==> config.mk <==
export PLATFORM = sky130hd
export DESIGN_NAME = four_req_arbiter
export DESIGN_NICKNAME = d
export VERILOG_FILES = /design/src/rtl/four_req_arbiter.sv
export SDC_FILE = /design/constraint.sdc
export NUM_CORES = 1
export LEC_CHECK = 0
export ABC_AREA = 1
export BUFFER_PORTS_ARGS = -buffer_cell sky130_fd_sc_hd__buf_2
export CAP_MARGIN = 20
export CORE_ASPECT_RATIO = 0.7
export CORE_UTILIZATION = 55
export CTS_CLUSTER_DIAMETER = 120
export CTS_CLUSTER_SIZE = 12
export DETAILED_ROUTE_END_ITERATION = 8
export PLACE_DENSITY = 0.77
export SETUP_SLACK_MARGIN = 0.5
export SLEW_MARGIN = 25
export SYNTH_ARGS = -nofsm -noshare
export SYNTH_HDL_FRONTEND = slang
export SYNTH_SLANG_ARGS = --single-unit
==> constraint.sdc <==
create_clock -name clk -period 2.1 [get_ports clk]
set_clock_uncertainty 0.2 [all_clocks]
set_input_delay 0.42 -clock clk [delete_from_list [all_inputs] [get_ports clk]]
set_output_delay 0.42 -clock clk [all_outputs]
set_load 0.02 [all_outputs]
==> src/rtl/four_req_arbiter.sv <==
// Four-requester arbiter with fixed-priority or round-robin selection,
// grant hold until done/request drop, and an optional maximum hold time.
module four_req_arbiter #(
    parameter int unsigned MAX_HOLD = 15
) (
    input  logic       clk,
    input  logic       rst,
    input  logic [3:0] req,
    input  logic       rr_mode,
    input  logic       done,
    output logic [3:0] gnt,
    output logic [1:0] gnt_id,
    output logic       busy,
    output logic       timeout
);

    localparam logic [0:0] IDLE  = 1'b0;
    localparam logic [0:0] GRANT = 1'b1;

    localparam int unsigned CNT_W = 8;
    localparam bit HOLD_EN = (MAX_HOLD != 0);
    localparam logic [CNT_W-1:0] HOLD_LAST = HOLD_EN ? CNT_W'(MAX_HOLD - 1) : '0;

    logic [0:0]       state_q, state_d;
    logic [3:0]       gnt_q, gnt_d;
    logic [1:0]       gnt_id_q, gnt_id_d;
    logic             busy_q, busy_d;
    logic             timeout_q, timeout_d;
    logic [CNT_W-1:0] hold_q, hold_d;
    logic [1:0]       last_id_q, last_id_d;

    logic [1:0] fp_win, rr_win, rr_idx, win;

    // Winner selection: highest set bit, or first set bit after last_id.
    always_comb begin
        fp_win = 2'd0;
        rr_win = 2'd0;
        rr_idx = 2'd0;
        for (int i = 0; i < 4; i++) begin
            if (req[i]) fp_win = 2'(i);
        end
        for (int i = 4; i >= 1; i--) begin
            rr_idx = last_id_q + 2'(i);
            if (req[rr_idx]) rr_win = rr_idx;
        end
        win = rr_mode ? rr_win : fp_win;
    end

    always_comb begin
        state_d   = state_q;
        gnt_d     = gnt_q;
        gnt_id_d  = gnt_id_q;
        busy_d    = busy_q;
        timeout_d = 1'b0;
        hold_d    = hold_q;
        last_id_d = last_id_q;
        case (state_q)
            IDLE: begin
                if (|req) begin
                    state_d   = GRANT;
                    gnt_d     = 4'(4'b0001 << win);
                    gnt_id_d  = win;
                    busy_d    = 1'b1;
                    hold_d    = '0;
                    last_id_d = win;
                end
            end
            GRANT: begin
                if (done || !req[gnt_id_q]) begin
                    state_d = IDLE;
                    gnt_d   = '0;
                    busy_d  = 1'b0;
                end else if (HOLD_EN && (hold_q == HOLD_LAST)) begin
                    state_d   = IDLE;
                    gnt_d     = '0;
                    busy_d    = 1'b0;
                    timeout_d = 1'b1;
                end else if (hold_q != '1) begin
                    hold_d = hold_q + CNT_W'(1);
                end
            end
            default: begin
                state_d = IDLE;
                gnt_d   = '0;
                busy_d  = 1'b0;
            end
        endcase
    end

    always_ff @(posedge clk) begin
        if (rst) begin
            state_q   <= IDLE;
            gnt_q     <= '0;
            gnt_id_q  <= '0;
            busy_q    <= 1'b0;
            timeout_q <= 1'b0;
            hold_q    <= '0;
            last_id_q <= 2'd3;
        end else begin
            state_q   <= state_d;
            gnt_q     <= gnt_d;
            gnt_id_q  <= gnt_id_d;
            busy_q    <= busy_d;
            timeout_q <= timeout_d;
            hold_q    <= hold_d;
            last_id_q <= last_id_d;
        end
    end

    assign gnt     = gnt_q;
    assign gnt_id  = gnt_id_q;
    assign busy    = busy_q;
    assign timeout = timeout_q;

endmodule

==> results.toml <==
[die]
fp.dieW_um = 57.5
die-area_sq_mm = 0.00235
start_util = 0.613
die_h_um = 40.9
io_pins = 16
core-area_sq_mm = 0.00194
rows = 13

[timing]
drv_slew = 0
grt_setup_unrepaired = "true"
period_minus_slack_ns = 1.82
worstMarginPinSlew_ns = 0.323
finalSetupViolations = 0
hold_ws_ns = 0.242
final_hold_viol_count = 0
fin_crit_sh = 0.865
fin_tns_setup_ns = 0
max_freq_mhz = 551
max-slew-margin-rel = 0.783

[critical_path]
critPathTopFamily = "simple AND/OR/NAND/NOR gates"
crit_start = "last_id_q[0]$_SDFFE_PP1P_"
cp_cell_sequence = "buf_6 > o21ai_4 > nand2_2 > nand2_2 > inv_1 > nand2_1 > nand2_1 > nand2_1 > nand2_2 > nor2_4 > nand2_2 > a21oi_2"
critPathCapture = "gnt[0]$_SDFFE_PP0P_"
cp_num_buf_inv = 2
cpMaxStageDelayCell = "dfxtp_4"
cp_data_arrival_time_ns = 1.86
crit_top_cell = "nand2_2"
worstSetupEndpointType = "flip-flop"
r2r_slack_ns = 0.28
path_depth = 12
timing.rr.start = "last_id_q[0]$_SDFFE_PP1P_"
crit_fanout = 4
path_class = "flip-flop to flip-flop"
cp.required_ns = 2.14
cpPeakStageDelay_ns = 0.39
setup.worst_path.start_class = "flip-flop"
worstReg2RegEnd = "gnt[0]$_SDFFE_PP0P_"
worst_r2r_path_depth = 12

[yosys]
syn_area_sq_mm = 0.00119
synth_cells = 181
synth_ff_type = "dfxtp_1"
yosys-top-cells-count = "nand2_1 (55), inv_1 (21), dfxtp_1 (19)"
synth_area_leaders = "dfxtp_1 (32%), nand2_1 (17%), inv_1 (6.6%)"
async_flop_share = 0
synth-edff-count = 0
yosysMostFrequentCell = "nand2_1"
avgSynthCellArea_sq_um = 6.55
synth_top_cell_by_area = "dfxtp_1"
ys_ff_latch = 19
yosysWarnings = 0
synth_nets = 191
synth.yosys.seq_area_share = 0.321
ys_types = 32
synth.top_cell.area_share = 0.321

[clocking]
cts.sinks = 19
clockBufferDepth = 2
cts_hold_buf = 0
htree_levels = 1
clock_latency_ns = 0.30
cts_tree = "yes"
cts-root-buf = "clkbuf_4"
cts.clk_slew.worst_paths_ns = 0.10
cts_buffers = 3

[place]
hpwl_um = 2060
port_buffers = 15
place_congestion = 0.826
post_dp_cell_area_sq_mm = 0.00129

[layout]
n_fill_cell = 106
final_area_sq_mm = 0.00160
drive_gt1_frac = 0.450
diodes = 0
nets = 220
areaGrowthSynthToFinish_pct = 35.0

[routing]
routed.top_layer = "met4"
antenna_left = 0
vias = 1438
routed-wl-met2_um = 1640
drt-vias-per-instance = 6.23
wl_met1_um = 1530
wirelength_um = 3840
routedWlPerCell_um = 16.6
drc = 6
route.met3.wl_um = 526
firstDrtPassIters = 6
drt-initial-drc-count = 147

[power_and_ir_drop]
p_leak_nw = 0.708
powerDensity_mw_per_mm2 = 604
max-vdd-ir-drop_v = 0.000507

[min_path]
hp-class = "input port to flip-flop"

[global_routing]
grt_pass1_wl_um = 4620
grt_max_degree = 16
grt_pass1_vias = 1004
antenna_found_initial = 0
grt_overflow_total = 0
grt_usage = 0.271

[status]
status = "complete, but fails checks"
violations = "DRC"

[job]
cap_violations = 0
[stage by stage]
stage,setup WS [ns],util,std cells,power (mW)
6_report,0.284,0.827,231,0.968
5_1_grt,0.196,0.827,231,1.02
4_1_cts,0.447,0.750,227,0.866
3_5_place_dp,0.246,0.665,217,0.670
3_3_place_gp,0.261,0.665,217,0.665
2_1_floorplan,0.528,-,181,0.609
[worst reg2reg max path: stages, from the launching register on]
cell and delay, ns:
dfxtp_4 0.39, buf_6 0.14, o21ai_4 0.19, nand2_2 0.08
nand2_2 0.07, inv_1 0.05, nand2_1 0.06, nand2_1 0.06
nand2_1 0.08, nand2_2 0.10, nor2_4 0.16, nand2_2 0.08
a21oi_2 0.12
[how the worst min path moves through the flow]
stage	endpoint	from	slack (ns)	cells after the start
finish	timeout$_SDFF_PP0_	done	0.24	4
global route	timeout$_SDFF_PP0_	done	0.26	4
CTS	timeout$_SDFF_PP0_	done	0.22	4
detailed placement	gnt[2]$_SDFFE_PP0P_	gnt[2]$_SDFFE_PP0P_	0.26	2
global placement	busy$_SDFFE_PP0P_	busy$_SDFFE_PP0P_	0.25	2
floorplan	hold_q[7]$_SDFFE_PP0P_	hold_q[7]$_SDFFE_PP0P_	0.24	2
[layout make-up]
cell class | instances | area, sq um | share of cell area
Clock buffer | 4 | 26.3 | 0.0164
Inverter | 27 | 116 | 0.0727
Multi-Input combinational cell | 134 | 867 | 0.541
Sequential cell | 19 | 407 | 0.254
Tap cell | 22 | 27.5 | 0.0172
Timing Repair Buffer | 25 | 158 | 0.0984
[power by group]
part           internal [mW]  total, mW  switching, mW  leakage, nW
registers              0.381      0.406         0.0255        0.160
logic                  0.133      0.376          0.243        0.533
clock network         0.0742      0.185          0.111       0.0150
total                  0.587      0.968          0.380        0.708
[state kept, by name (all words and copies together), names as in the netlist]
| name | flops |
|---|---|
| last_id_q | 2 |
| gnt | 4 |
| hold_q | 8 |
| timeout | 1 |
| gnt_id | 2 |
| busy | 1 |
| state_q | 1 |
[cells in the final DEF, fill, tap and decap left out, drive strengths merged, types with 4 or more instances in the layout]
| cell type | instances |
|---|---|
| clkbuf | 4 |
| inv | 25 |
| nand3 | 11 |
| o21ai | 13 |
| nand2 | 64 |
| dfxtp | 19 |
| buf | 25 |
| a21oi | 17 |
| nor2 | 11 |
[metal layers]
layer  GRT usage  vias up
met1       0.396      634
met2       0.387      135
met5           0        -
li1            -      644
met4      0.0488        0
met3      0.0883       25
[cell families after synthesis]
group | Yosys count | synth area share
AOI/OAI and AO/OA | 35 | 0.174
xor gates and xnor gates | 2 | 0.0148
adders and majority gates | 2 | 0.0211
buffers and inverters | 29 | 0.104
DFF | 19 | 0.321
and+or+nand+nor | 94 | 0.365
[timing repair]
item	in CTS	in global routing
buffers inserted	5	4
setup endpoints to repair	17	17
cloned	1	0
resized for setup	29	38
pin swaps	10	17
Note: power is estimated with default switching activity, not from simulation.
